==> src/rtl/fifo_serializer_if.sv <==
// FIFO-side and serial-side handshake signals of the FIFO drain serializer.
// master = serializer, slave = FIFO plus serial sink.
interface fifo_serializer_if #(
  parameter int unsigned WIDTH = 4
);
  logic             fifo_empty;
  logic [WIDTH-1:0] fifo_data;
  logic             fifo_pop;
  logic             ser_data;
  logic             ser_valid;
  logic             ser_ready;
  logic             ser_last;

  modport master (
    input  fifo_empty, fifo_data, ser_ready,
    output fifo_pop, ser_data, ser_valid, ser_last
  );

  modport slave (
    output fifo_empty, fifo_data, ser_ready,
    input  fifo_pop, ser_data, ser_valid, ser_last
  );
endinterface

==> src/rtl/fifo_serializer.sv <==
// Drains words from a registered-output FIFO and shifts them out one bit per
// valid/ready handshake, flagging the last bit and counting completed words.
module fifo_serializer #(
  parameter int unsigned WIDTH     = 4,
  parameter bit          MSB_FIRST = 1'b1
) (
  input  logic               clk,
  input  logic               rstn,
  input  logic               en,
  output logic               busy,
  output logic [7:0]         word_cnt,
  fifo_serializer_if.master  bus
);

  localparam int unsigned CNT_W = (WIDTH > 1) ? $clog2(WIDTH) : 1;
  localparam logic [CNT_W-1:0] LAST_BIT = CNT_W'(WIDTH - 1);

  typedef enum logic [1:0] {
    IDLE  = 2'd0,
    POP   = 2'd1,
    LOAD  = 2'd2,
    SHIFT = 2'd3
  } state_e;

  state_e             state_q, state_d;
  logic [WIDTH-1:0]   shreg_q, shreg_d;
  logic [CNT_W-1:0]   bitcnt_q, bitcnt_d;
  logic [7:0]         wcnt_d;
  logic               pop_d, valid_d, data_d, last_d, busy_d;
  logic               start_c, hs_c;

  // State, datapath and output registers; outputs are decoded from next state
  // so they behave as Moore outputs while still coming straight from flops.
  always_ff @(posedge clk or negedge rstn) begin
    if (!rstn) begin
      state_q       <= IDLE;
      shreg_q       <= '0;
      bitcnt_q      <= '0;
      word_cnt      <= '0;
      bus.fifo_pop  <= 1'b0;
      bus.ser_valid <= 1'b0;
      bus.ser_data  <= 1'b0;
      bus.ser_last  <= 1'b0;
      busy          <= 1'b0;
    end else begin
      state_q       <= state_d;
      shreg_q       <= shreg_d;
      bitcnt_q      <= bitcnt_d;
      word_cnt      <= wcnt_d;
      bus.fifo_pop  <= pop_d;
      bus.ser_valid <= valid_d;
      bus.ser_data  <= data_d;
      bus.ser_last  <= last_d;
      busy          <= busy_d;
    end
  end

  // Next-state, datapath update and output decode.
  always_comb begin
    state_d  = state_q;
    shreg_d  = shreg_q;
    bitcnt_d = bitcnt_q;
    wcnt_d   = word_cnt;
    start_c  = en && !bus.fifo_empty;
    hs_c     = (state_q == SHIFT) && bus.ser_ready;

    case (state_q)
      IDLE: begin
        if (start_c) state_d = POP;
      end
      POP: begin
        state_d = LOAD;
      end
      LOAD: begin
        shreg_d  = bus.fifo_data;
        bitcnt_d = '0;
        state_d  = SHIFT;
      end
      SHIFT: begin
        if (hs_c) begin
          shreg_d  = MSB_FIRST ? (shreg_q << 1) : (shreg_q >> 1);
          bitcnt_d = bitcnt_q + CNT_W'(1);
          if (bitcnt_q == LAST_BIT) begin
            // Clear explicitly so non-power-of-two widths never overrun.
            bitcnt_d = '0;
            wcnt_d   = word_cnt + 8'd1;
            state_d  = start_c ? POP : IDLE;
          end
        end
      end
      default: state_d = IDLE;
    endcase

    pop_d   = (state_d == POP);
    valid_d = (state_d == SHIFT);
    busy_d  = (state_d != IDLE);
    data_d  = valid_d && (MSB_FIRST ? shreg_d[WIDTH-1] : shreg_d[0]);
    last_d  = valid_d && (bitcnt_d == LAST_BIT);
  end

endmodule

==> src/flat_wrapper.sv <==
// flat-port wrapper written by rule: the top's interface ports become plain ports
module fifo_serializer_flat 
#(
  parameter int unsigned WIDTH     = 4,
  parameter bit          MSB_FIRST = 1'b1
)
  (clk, rstn, en, busy, word_cnt, bus_fifo_empty, bus_fifo_data, bus_ser_ready, bus_fifo_pop, bus_ser_data, bus_ser_valid, bus_ser_last);
  fifo_serializer_if #(.WIDTH(WIDTH)) bus_i ();
  input  logic clk;
  input  logic rstn;
  input  logic en;
  output logic busy;
  output logic [7:0] word_cnt;
  input wire logic [$bits(bus_i.fifo_empty)-1:0] bus_fifo_empty;
  input wire logic [$bits(bus_i.fifo_data)-1:0] bus_fifo_data;
  input wire logic [$bits(bus_i.ser_ready)-1:0] bus_ser_ready;
  output wire logic [$bits(bus_i.fifo_pop)-1:0] bus_fifo_pop;
  output wire logic [$bits(bus_i.ser_data)-1:0] bus_ser_data;
  output wire logic [$bits(bus_i.ser_valid)-1:0] bus_ser_valid;
  output wire logic [$bits(bus_i.ser_last)-1:0] bus_ser_last;
  assign bus_i.fifo_empty = bus_fifo_empty;
  assign bus_i.fifo_data = bus_fifo_data;
  assign bus_i.ser_ready = bus_ser_ready;
  assign bus_fifo_pop = bus_i.fifo_pop;
  assign bus_ser_data = bus_i.ser_data;
  assign bus_ser_valid = bus_i.ser_valid;
  assign bus_ser_last = bus_i.ser_last;
  fifo_serializer #(.WIDTH(WIDTH), .MSB_FIRST(MSB_FIRST)) u_core (.clk(clk), .rstn(rstn), .en(en), .busy(busy), .word_cnt(word_cnt), .bus(bus_i));
endmodule
==> config.mk <==
export PLATFORM = sky130hd
export DESIGN_NAME = fifo_serializer_flat
export DESIGN_NICKNAME = d
export VERILOG_FILES = /design/src/rtl/fifo_serializer_if.sv /design/src/rtl/fifo_serializer.sv /design/src/flat_wrapper.sv
export SDC_FILE = /design/constraint.sdc
export NUM_CORES = 1
export LEC_CHECK = 0
export BUFFER_PORTS_ARGS = -buffer_cell sky130_fd_sc_hd__buf_2
export CORE_MARGIN = 5
export CORE_UTILIZATION = 55
export CTS_CLUSTER_SIZE = 16
export DETAILED_ROUTE_END_ITERATION = 8
export PLACE_DENSITY = 0.88
export REMOVE_ABC_BUFFERS = 1
export SYNTH_ARGS = -nofsm -noshare
export SYNTH_HDL_FRONTEND = slang
export SYNTH_SLANG_ARGS = --single-unit
==> constraint.sdc <==
create_clock -name clk -period 2.7 [get_ports clk]
set_clock_uncertainty 0.05 [all_clocks]
set_input_delay 0 -clock clk [delete_from_list [all_inputs] [get_ports clk]]
set_output_delay 0 -clock clk [all_outputs]
set_load 0.01 [all_outputs]
**Yosys cells after proc, flatten, opt, wreduce, memory -nomap -nowiden**

Cells that the tools add are included.

- Add/subtract/negate cells: 2
- Equal/unequal tests: 8
- Multiplexer cells: 10
- Reduce and logical (&&, ||, !) cells: 10

Operator list:

| kind | number |
|---|---|
| $eq A2 B2 Y1 const B | 5 |
| $mux W2 | 5 |
| $add A8 B1 Y8 const B | 1 |
| $pmux W2 S4 | 1 |
| $pmux W4 S2 | 1 |
| $eq A2 B1 Y1 const B | 2 |
| $logic_and A1 B1 Y1 | 4 |
| $mux W4 | 1 |
| $pmux W2 S2 | 1 |
| $reduce_bool A2 Y1 | 2 |
| $reduce_and A3 Y1 | 1 |
| $add A2 B1 Y2 const B | 1 |
| $logic_not A2 Y1 | 1 |
| $ne A2 B1 Y1 const B | 1 |
| $reduce_and A2 Y1 | 1 |
| $logic_not A1 Y1 | 1 |
| $mux W1 | 1 |

- Register bits: 21
- Output and inout bits: 13

**Longest topological paths before layout**

Gate-level depths: netlist of run 1.

- Depth in word-level cells: 8
- Depth in mapped cells: 5
- Mapped depth without buffers: 4

**Worst setup path before layout of run 1**

Ideal clock, no wire load.

- Kind: register to register
- Start point: register u_core.bitcnt_q[0]
- End point: register u_core.bus.ser_last
- Setup time: 0.138 ns
- Data arrival time: 1.193 ns
- Path slack: 1.319 ns
- Stages on the path, launching flop included: 5
- Path buffers: 0
- Period minus slack after synthesis: 1.381 ns
- Cell sequence: dfrtp_1 ha_1 and3_1 a221oi_1 a211oi_1

- Word-level cells in the longest chain between the ends: 6
- Elaborated cells between the ends (all ways): 11

Ends and longest elaborated chain:

| element | RTL line | source |
|---|---|---|
| start: declaration | fifo_serializer.sv:27 | `logic [CNT_W-1:0] bitcnt_q, bitcnt_d;` |
| start signal: assignment | fifo_serializer.sv:48 | `bitcnt_q <= bitcnt_d;` |
| $add A2 B1 Y2 / $eq A2 B2 Y1 (equally long branches) | fifo_serializer.sv:82, fifo_serializer.sv:83 |  |
| $mux W2 | fifo_serializer.sv:83 | `if (bitcnt_q == LAST_BIT) begin` |
| $mux W2 | fifo_serializer.sv:80 | `if (hs_c) begin` |
| $pmux W2 S2 / $pmux W2 S4 (equally long branches) | fifo_serializer.sv:67 | `case (state_q)` |
| $eq A2 B2 Y1, on equally long branches | fifo_serializer.sv:98, fifo_serializer.sv:95 |  |
| $logic_and A1 B1 Y1 (*) | fifo_serializer.sv:98 | `last_d = valid_d && (bitcnt_d == LAST_BIT);` |
| via u_core.last_d | fifo_serializer.sv:29 | `logic pop_d, valid_d, data_d, last_d, busy_d;` |
| end signal: assignment | fifo_serializer.sv:53 | `bus.ser_last <= last_d;` |
| end: declaration | fifo_serializer_if.sv:16 | `output fifo_pop, ser_data, ser_valid, ser_last` |

The timed path passes the listed nets; every way through them passes the cells marked *.
A chain may end at the register's enable or synchronous reset.

**Worst setup path after layout of run 1**

- Start point: register u_core.state_q[1]
- End point: register u_core.word_cnt[7]

- Word-level cells in the longest chain between the ends: 3

Ends and longest elaborated chain:

| element | RTL line | source |
|---|---|---|
| start: declaration | fifo_serializer.sv:25 | `state_e state_q, state_d;` |
| start signal: assignment | fifo_serializer.sv:46 | `state_q <= state_d;` |
| $eq A2 B2 Y1 (*) | fifo_serializer.sv:65, fifo_serializer.sv:67 |  |
| $logic_and A1 B1 Y1 | fifo_serializer.sv:65 | `hs_c = (state_q == SHIFT) && bus.ser_ready;` |
| $reduce_and A3 Y1 (no source line) (*) | -- |  |
| end signal: assignment | fifo_serializer.sv:49 | `word_cnt <= wcnt_d;` |
| end: declaration | fifo_serializer.sv:11 | `output logic [7:0] word_cnt,` |

Mark *: on every way between the ends. The rest lies on a longest branch, timed or not.

==> flow_metrics.tcl, run 1 <==
set metrics [dict create \
    finalSetupViolCount 0 \
    gp_congestion 0.755 \
    drc 0 \
    drt_iter0_drc 8 \
    hold_buffers 5 \
    io_pins 22 \
    dpl.cell_count 128 \
    ant_nets 0 \
    holdPathEnd "u_core.word_cnt[0]$_DFFE_PN0P_" \
    diodes 0 \
    layout_common_cells "buf_2, dfrtp_1, nand2_1, xnor2_1, dlygate4sd3_1" \
    crit_chain "and4_1, and4_4, xor2_2" \
    post_cts_resize_count 0 \
    clock-sinks 21 \
    grt.total_usage 0.152 \
    die_width_um 52.1 \
    die_area_mm2 0.00271 \
    rsz0062_at_grt "no" \
    hold_class "in -> reg" \
    clock_latency_ps 310 \
    num_rows 15 \
    place_area_mm2 0.00109 \
    drt_pre_antenna_iters 4 \
    finalInstanceArea_mm2 0.00116 \
    finalHoldViolCount 0 \
    start_util 0.571 \
    reg2reg_depth 3 \
    postCtsSetupRepairBufs 0 \
    min_period_over_period 0.567 \
    cp_data_required_time_ps 2900 \
    endpoint_kind "register" \
    grt-ovfl-total 0 \
    finalPower_w 0.000975 \
    slowest_stage "dfrtp_1" \
    reg2reg_from "u_core.state_q[1]$_DFF_PN0_" \
    cts_tree "yes" \
    min_from "bus_ser_ready" \
    synth_cell_types 30 \
    clkTransAtPathRegs_ps 120 \
    die_h_um 52.1 \
    avgSynthCellArea_um2 11.3 \
    min_delay_path_depth 3 \
    grt_pass1_vias 699 \
    max_cap_viol_count 0 \
    cts_root_buffer "clkbuf_4" \
    r2r_end "u_core.word_cnt[7]$_DFFE_PN0P_" \
    cts_buffer_depth 2 \
    worstSetupPathType "reg -> reg" \
    syn_inst 86 \
    yosysWarnings 0 \
    startpoint_type "register" \
    post_drt_wl_per_cell_um 13.2 \
    antenna_found_initial 0 \
    viasPerCell 5.24 \
    ctsHtreeMaxLevel 1 \
    crit_path_max_incr_delay_ps 640 \
    wirelength_um 1810 \
    fin_nets 125 \
    cp_max_fo 16 \
    final_cell_count_no_fill 137 \
    grt_max_degree 22 \
    finalSetupTns_ps 0 \
    layout-drive-gt1-share 0.259 \
    final_max_slew_viol_count 0 \
    worst_pin_slew_ps 454 \
    synth.ff_latch_count 21 \
    num_vias 718 \
    place_hpwl_um 1340 \
    grt_pass1_wl_um 2990 \
    slew-limit-headroom 0.698 \
    status "completed" \
    io_buffers 21 \
    syn2layout_area_growth_pct 19.4 \
    yosysSeqAreaShare 0.539 \
    power_density_mw_per_mm2 838 \
    p_leak_nw 0.549 \
    arrival_ps 1730 \
    timing.fmax_ghz 0.653 \
    fill_cells 136 \
    syn_area_um2 975 \
    r2r_setup_slack_ps 1170 \
    numCtsBuffers 3 \
    period_minus_slack_ps 1530 \
    core-area_mm2 0.00171 \
    ir_worst_vdd_mv 0.465 \
]
==> cell families after synthesis <==
group	share of synthesized area
AO/OA/AOI/OAI	0.0924
XOR/XNOR	0.0706
buffers and inverters	0.0411
AND/OR/NAND/NOR	0.207
flip-flops	0.539
adder cells (fa/ha/maj)	0.0385
multiplexers	0.0116
==> per-stage QoR <==
| step | setup slack (ps) | util | hold WS [ps] |
|---|---|---|---|
| floorplan | 1320 | - | -346 |
| global placement | 1270 | 0.636 | -79.0 |
| detailed placement | 1210 | 0.636 | -67.3 |
| CTS | 1190 | 0.681 | 62.3 |
| global route | 1050 | 0.681 | 77.8 |
| finish | 1170 | 0.681 | 69.2 |
==> area by class of cell <==
type | count | area (um2) | area share
Clock buffer | 3 | 22.5 | 0.0194
Inverter | 4 | 15.0 | 0.0129
Tap cell | 25 | 31.3 | 0.0269
Multi-Input combinational cell | 57 | 409 | 0.352
Clock inverter | 1 | 5.00 | 0.00430
Sequential cell | 21 | 526 | 0.452
Timing Repair Buffer | 26 | 155 | 0.133
==> synthesized netlist by cell type <==
cell       instances  share of area
a211oi_1           2          0.015
nand2_1            6          0.023
nand4_1            4          0.026
buf_4              2          0.015
nand2b_1           2          0.013
xnor2_1            6          0.054
and4bb_2           1          0.013
ha_1               3          0.039
and4_4             1          0.012
mux2_2             1          0.012
o21ai_0            4          0.021
o211ai_1           1         0.0077
nor3b_1            1         0.0077
xor2_2             1          0.017
inv_1              4          0.015
and2_1             1         0.0064
nor2_1             1         0.0038
nand3_1            2          0.010
a221oi_1           1         0.0090
a21oi_1            2          0.010
and4_1             1         0.0090
and3_1             3          0.019
o22ai_1            1         0.0064
nor2b_1            4          0.026
buf_2              2          0.010
or2b_1             1         0.0077
dfrtp_1           21           0.54
nand3b_1           4          0.031
o21ai_1            1         0.0051
a2bb2oi_1          2          0.018
==> worst max-delay path by stage <==
| stage | from | end | slack [ps] | cells after the start |
|---|---|---|---|---|
| 2_1_floorplan | u_core.bitcnt_q[0]$_DFF_PN0_ | u_core.bus.ser_last$_DFF_PN0_ | 1320 | 4 |
| 6_report | u_core.state_q[1]$_DFF_PN0_ | u_core.word_cnt[7]$_DFFE_PN0P_ | 1170 | 3 |
| 4_1_cts | u_core.bitcnt_q[0]$_DFF_PN0_ | u_core.bus.ser_last$_DFF_PN0_ | 1190 | 4 |
| 3_5_place_dp | u_core.state_q[1]$_DFF_PN0_ | u_core.word_cnt[7]$_DFFE_PN0P_ | 1210 | 3 |
| 3_3_place_gp | u_core.state_q[1]$_DFF_PN0_ | u_core.word_cnt[7]$_DFFE_PN0P_ | 1270 | 3 |
| 5_1_grt | u_core.state_q[1]$_DFF_PN0_ | u_core.word_cnt[7]$_DFFE_PN0P_ | 1050 | 3 |
==> worst max-delay path, delay by kind of cell, from the launching register on <==
kind	cells	cell delay, ps
XOR/XNOR	1	120
flip-flops	1	640
AND/OR/NAND/NOR	2	650
==> report_power, final <==
part / leakage [nW] / internal [W] / switching, W
clock network: 0.0177 / 0.0000554 / 0.0000962
logic: 0.275 / 0.000165 / 0.000159
registers: 0.256 / 0.000410 / 0.0000886
==> metal layers <==
layer / vias to the layer above / part of all wire / global-route usage
met5: - / 0 / 0
met4: 0 / 0.015 / 0.0655
met3: 4 / 0.057 / 0.0344
met2: 18 / 0.49 / 0.259
met1: 339 / 0.44 / 0.181
li1: 357 / - / -
==> registers in the layout, summed over array words and instances, names as in the netlist <==
name	count
u_core.bitcnt_q	2
u_core.bus.fifo_pop	1
u_core.bus.ser_data	1
u_core.bus.ser_last	1
u_core.bus.ser_valid	1
u_core.busy	1
u_core.shreg_q	4
u_core.state_q	2
u_core.word_cnt	8
(Power assumes the default switching activity.)
==> run 2, diff against run 1 <==
--- a/config.mk
+++ b/config.mk
@@ -7,10 +7,10 @@
 export LEC_CHECK = 0
 export BUFFER_PORTS_ARGS = -buffer_cell sky130_fd_sc_hd__buf_2
 export CORE_MARGIN = 5
-export CORE_UTILIZATION = 55
+export CORE_UTILIZATION = 51
 export CTS_CLUSTER_SIZE = 16
 export DETAILED_ROUTE_END_ITERATION = 8
-export PLACE_DENSITY = 0.88
+export PLACE_DENSITY = 0.83
 export REMOVE_ABC_BUFFERS = 1
 export SYNTH_ARGS = -nofsm -noshare
 export SYNTH_HDL_FRONTEND = slang
==> constraint.sdc (replaced) <==
create_clock -name clk -period 1.6 [get_ports clk]
set_clock_uncertainty 0.05 [all_clocks]
set_input_delay 0 -clock clk [delete_from_list [all_inputs] [get_ports clk]]
set_output_delay 0 -clock clk [all_outputs]
set_load 0.01 [all_outputs]
==> run 2 against run 1 <==
Against the previous run:
- first-iteration DRC count rose to 2.5 times the previous value
- largest power group unchanged
- sequential share of layout area fell by 0.58 points
- die area grew 6.3%
- critical path depth increased by 1
- combinational power rose by 79%
- register-to-register slack lost 1100 ps
==> flow_metrics.tcl, run 2 (synthesis gave the netlist of run 1 again) <==
set metrics [dict create \
    multiInputGateArea_um2 409 \
    hold_buffers 5 \
    regMostFlops "u_core.word_cnt" \
    place_area_mm2 0.00110 \
    power_density_mw_per_mm2 1410 \
    p_clk_frac 0.152 \
    grt-ovfl-total 0 \
    crit_cells 4 \
    p_leak_nw 0.558 \
    cts_root_buffer "clkbuf_4" \
    finalInstanceArea_mm2 0.00118 \
    place_hpwl_um 1360 \
    drt_pre_antenna_iters 4 \
    gp_congestion 0.727 \
    drt_iter0_drc 20 \
    finalSetupViolCount 0 \
    r2r_end "u_core.bus.ser_last$_DFF_PN0_" \
    layout_common_cells "buf_2, dfrtp_1, nand2_1, xnor2_1, dlygate4sd3_1" \
    slew-limit-headroom 0.699 \
    cp_data_required_time_ps 1730 \
    endpoint_kind "register" \
    arrival_ps 1620 \
    min_period_over_period 0.929 \
    crit_end "u_core.bus.ser_last$_DFF_PN0_" \
    pwr-share-seq 0.499 \
    syn2layout_area_growth_pct 20.9 \
    worstSetupPathType "reg -> reg" \
    top_regs "u_core.word_cnt (8), u_core.shreg_q (4)" \
    critPathBufInv 0 \
    antenna_found_initial 0 \
    hold_class "in -> reg" \
    cp_top_family "flip-flops" \
    grt_pass1_vias 727 \
    ir_worst_vdd_mv 0.903 \
    finalSetupTns_ps 0 \
    grt.total_usage 0.148 \
    cp_max_fo 5 \
    crit_chain "ha_1, and3_1, a221oi_1, a211oi_1" \
    io_pins 22 \
    regArea_um2 526 \
    numCtsBuffers 3 \
    status "completed" \
    post_drt_wl_per_cell_um 13.0 \
    combPwrFrac 0.350 \
    io_buffers 21 \
    layout-drive-gt1-share 0.272 \
    critPathLaunch "u_core.bitcnt_q[0]$_DFF_PN0_" \
    reg2reg_from "u_core.bitcnt_q[0]$_DFF_PN0_" \
    ctsHtreeMaxLevel 1 \
    viasPerCell 5.35 \
    slowest_stage "dfrtp_1" \
    cts_tree "yes" \
    reg2reg_depth 4 \
    worst_pin_slew_ps 452 \
    cts_buffer_depth 2 \
    grt_pass1_wl_um 3020 \
    final_max_slew_viol_count 0 \
    diodes 0 \
    wirelength_um 1810 \
    final_core_util 0.668 \
    timing.fmax_ghz 0.673 \
    fill_cells 152 \
    startpoint_type "register" \
    p_sw_frac 0.349 \
    final_cell_count_no_fill 139 \
    die_area_mm2 0.00289 \
    period_minus_slack_ps 1490 \
    finalHoldViolCount 0 \
    post_cts_resize_count 0 \
    drc 0 \
    die_width_um 53.7 \
    fin_nets 127 \
    num_rows 15 \
    postCtsSetupRepairBufs 0 \
    max_cap_viol_count 0 \
    core-area_mm2 0.00176 \
    ant_nets 0 \
    crit_path_max_incr_delay_ps 440 \
    rsz0062_at_grt "no" \
    r2r_setup_slack_ps 110 \
    die_h_um 53.7 \
    grt_max_degree 22 \
    internal-power_w 0.00108 \
    clock-sinks 21 \
    clock_latency_ps 300 \
    clkTransAtPathRegs_ps 110 \
    p_switching_w 0.000579 \
    largest_reg_flops 8 \
    start_util 0.552 \
    num_vias 743 \
    dpl.cell_count 130 \
]
[run 2: worst min path at each step]
| stage | start | to | slack [ps] | depth (start not counted) |
|---|---|---|---|---|
| after floorplan | rstn | u_core.bitcnt_q[0]$_DFF_PN0_ | -350 | 0 |
| after global placement | rstn | u_core.word_cnt[2]$_DFFE_PN0P_ | -80 | 1 |
| after detailed placement | rstn | u_core.word_cnt[3]$_DFFE_PN0P_ | -80 | 1 |
| after CTS | bus_ser_ready | u_core.word_cnt[0]$_DFFE_PN0P_ | 60 | 3 |
| after global routing | bus_ser_ready | u_core.word_cnt[0]$_DFFE_PN0P_ | 70 | 3 |
| final | bus_ser_ready | u_core.word_cnt[0]$_DFFE_PN0P_ | 70 | 3 |
[run 2: worst reg2reg max path, stage by stage, from the launching register on]
cell	delay, ps
dfrtp_1	440
ha_1	300
and3_1	180
a221oi_1	320
a211oi_1	90
[run 2: power groups by stage]
stage | Clock, W | Combinational, W | Sequential, W
after floorplan | 0 | 0.000330 | 0.000865
after global placement | 0 | 0.000561 | 0.000826
after detailed placement | 0 | 0.000577 | 0.000838
after CTS | 0.000261 | 0.000588 | 0.000827
after global routing | 0.000280 | 0.000652 | 0.000853
final | 0.000252 | 0.000580 | 0.000828
[run 2: per-stage QoR]
step                      power, W  hold slack [ps]  setup slack, ps
after CTS                  0.00168             60.9              122
after floorplan            0.00120             -346              219
after detailed placement   0.00141            -76.0              146
final                      0.00166             67.6              114
after global routing       0.00178             66.1             24.1
after global placement     0.00139            -82.1              172
[run 2: area by class of cell]
type,instances,area share
Inverter,4,0.0127
Tap cell,25,0.0265
Clock buffer,3,0.0191
Multi-Input combinational cell,57,0.347
Clock inverter,1,0.00425
Sequential cell,21,0.446
Timing Repair Buffer,28,0.144
[run 2: per-layer routing]
| layer | GRT usage | vias up | routed length [um] |
|---|---|---|---|
| li1 | - | 362 | - |
| met1 | 0.168 | 360 | 785 |
| met2 | 0.258 | 17 | 910 |
| met3 | 0.0249 | 4 | 85 |
| met4 | 0.0894 | 0 | 31 |
| met5 | 0 | - | 0 |
==> run 3, diff against run 2 <==
--- a/config.mk
+++ b/config.mk
@@ -10,6 +10,7 @@
 export CORE_UTILIZATION = 51
 export CTS_CLUSTER_SIZE = 16
 export DETAILED_ROUTE_END_ITERATION = 8
+export GPL_TIMING_DRIVEN = 0
 export PLACE_DENSITY = 0.83
 export REMOVE_ABC_BUFFERS = 1
 export SYNTH_ARGS = -nofsm -noshare
==> run 3 against run 2 <==
Against the previous run:
- the run now ends with hold timing left
- final area is 2.8% lower
- clock-buffer cell count stayed put
- sequential power is 2.7% higher
- global-route usage is 0.97 points lower
- non-clock buffer count is 4 lower
- first-iteration DRC count is 40% lower
- wire length is 2.5% lower
- critical path type unchanged
- highest routed layer unchanged
- cell count is 2.9% lower
- die area stayed put
- via count is 3.1% lower
==> flow_metrics.tcl, run 3 (synthesis gave the netlist of run 1 again) <==
set metrics [dict create \
    violations "hold timing" \
    drc 0 \
    place_area_mm2 0.00109 \
    final_max_slew_viol_count 0 \
    start_util 0.552 \
    die_h_um 53.7 \
    top_regs "u_core.word_cnt (8), u_core.shreg_q (4)" \
    startpoint_type "register" \
    gp_congestion 0.803 \
    cts_buffer_depth 2 \
    fin_nets 123 \
    p_switching_w 0.000573 \
    rsz0062_at_grt "no" \
    power_density_mw_per_mm2 1430 \
    drt_iter0_drc 12 \
    grt_pass1_wl_um 2940 \
    clock_latency_ps 300 \
    reg2reg_depth 4 \
    endpoint_kind "register" \
    grt.total_usage 0.139 \
    cts_root_buffer "clkbuf_4" \
    cp_data_required_time_ps 1730 \
    multiInputGateArea_um2 409 \
    cp_max_fo 5 \
    worstSetupPathType "reg -> reg" \
    numCtsBuffers 3 \
    max_cap_viol_count 0 \
    wirelength_um 1770 \
    regMostFlops "u_core.word_cnt" \
    finalPower_w 0.00164 \
    min_delay_path_depth 3 \
    cts_tree "yes" \
    finalSetupViolCount 0 \
    grt_pass1_vias 702 \
    regArea_um2 528 \
    arrival_ps 1620 \
    p_clk_frac 0.152 \
    p_leak_nw 0.540 \
    syn2layout_area_growth_pct 17.6 \
    die_width_um 53.7 \
    holdPathEnd "u_core.shreg_q[1]$_DFFE_PN0P_" \
    clkTransAtPathRegs_ps 120 \
    grt-ovfl-total 0 \
    timing.fmax_ghz 0.673 \
    status "complete, but fails checks" \
    num_vias 720 \
    p_sw_frac 0.350 \
    combPwrFrac 0.329 \
    finalSetupTns_ps 0 \
    r2r_setup_slack_ps 120 \
    ant_nets 0 \
    num_rows 15 \
    internal-power_w 0.00106 \
    slew-limit-headroom 0.687 \
    final_cell_count_no_fill 135 \
    ctsHtreeMaxLevel 1 \
    post_drt_wl_per_cell_um 13.1 \
    core-area_mm2 0.00176 \
    io_buffers 21 \
    finalInstanceArea_mm2 0.00115 \
    finalHoldViolCount 1 \
    die_area_mm2 0.00289 \
    hold_class "in -> reg" \
    viasPerCell 5.33 \
    ir_worst_vdd_mv 0.967 \
    period_minus_slack_ps 1480 \
    hold_ws_ps -1.42 \
    grt_max_degree 22 \
    dpl.cell_count 128 \
    clock-sinks 21 \
    reg2reg_from "u_core.bitcnt_q[0]$_DFF_PN0_" \
    min_period_over_period 0.928 \
    largest_reg_flops 8 \
    antenna_found_initial 0 \
    layout_commonest_cell "buf_2" \
    drt_pre_antenna_iters 4 \
    min_from "bus_fifo_data[1]" \
    place_hpwl_um 1280 \
    io_pins 22 \
    fill_cells 166 \
    layout_common_cells "buf_2, dfrtp_1, nand2_1, xnor2_1" \
    diodes 0 \
    r2r_end "u_core.bus.ser_last$_DFF_PN0_" \
    layout-drive-gt1-share 0.282 \
    worst_pin_slew_ps 470 \
    postCtsSetupRepairBufs 0 \
    pwr-share-seq 0.519 \
]
-- run 3: cell types whose count changed in the layout (fill, tap and decap cells not counted), sizes merged --
cell | before | now
buf | 23 | 21
dlygate4sd3 | 5 | 3
-- run 3: metal layers --
| metal | global-route usage | part of all wire | vias up |
|---|---|---|---|
| li1 | - | - | 349 |
| met1 | 0.168 | 0.44 | 348 |
| met2 | 0.236 | 0.49 | 21 |
| met3 | 0.0305 | 0.061 | 2 |
| met4 | 0.0553 | 0.0079 | 0 |
| met5 | 0 | 0 | - |
-- run 3: cell type report --
type	instances	share of cell area
sequential	21	0.461
multi-input combinational	57	0.357
timing repair buffer	24	0.118
tap	25	0.0273
clock buffer	3	0.0197
inverter	4	0.0131
clock inverter	1	0.00437
-- run 3: stage by stage --
step,worst slack (ps),utilization,hold slack [ps]
final,115,0.650,-1.42
after global routing,11.0,0.650,24.8
after CTS,47.5,0.648,4.75
after detailed placement,82.0,0.616,-68.7
after global placement,99.3,0.616,-80.1
after floorplan,219,-,-346
-- run 3: repair_timing --
item,in CTS,in global routing
hold endpoints to repair,23,0
hold buffers,3,0
setup endpoints to repair,0,4
gates resized for setup,0,2
-- run 3: worst max-delay path by stage --
stage	startpoint	end	slack, ps	cells after the start
floorplan	u_core.bitcnt_q[0]$_DFF_PN0_	u_core.bus.ser_last$_DFF_PN0_	220	4
global route	u_core.bitcnt_q[0]$_DFF_PN0_	u_core.bus.ser_last$_DFF_PN0_	10	4
CTS	u_core.state_q[1]$_DFF_PN0_	u_core.word_cnt[7]$_DFFE_PN0P_	50	3
global placement	u_core.state_q[1]$_DFF_PN0_	u_core.word_cnt[7]$_DFFE_PN0P_	100	3
finish	u_core.bitcnt_q[0]$_DFF_PN0_	u_core.bus.ser_last$_DFF_PN0_	120	4
detailed placement	u_core.state_q[1]$_DFF_PN0_	u_core.word_cnt[7]$_DFFE_PN0P_	80	3
-- run 3: power groups by stage --
stage,Sequential (W),Combinational [W],Clock [W]
after floorplan,0.000865,0.000330,0
after global routing,0.000878,0.000610,0.000282
after detailed placement,0.000857,0.000536,0
after global placement,0.000845,0.000519,0
after CTS,0.000845,0.000545,0.000261
final,0.000850,0.000538,0.000249
-- run 3: worst max-delay path, stage by stage (launching register included) --
cell	delay (ps)
dfrtp_1	440
ha_1	310
and3_1	180
a221oi_1	300
a211oi_1	90
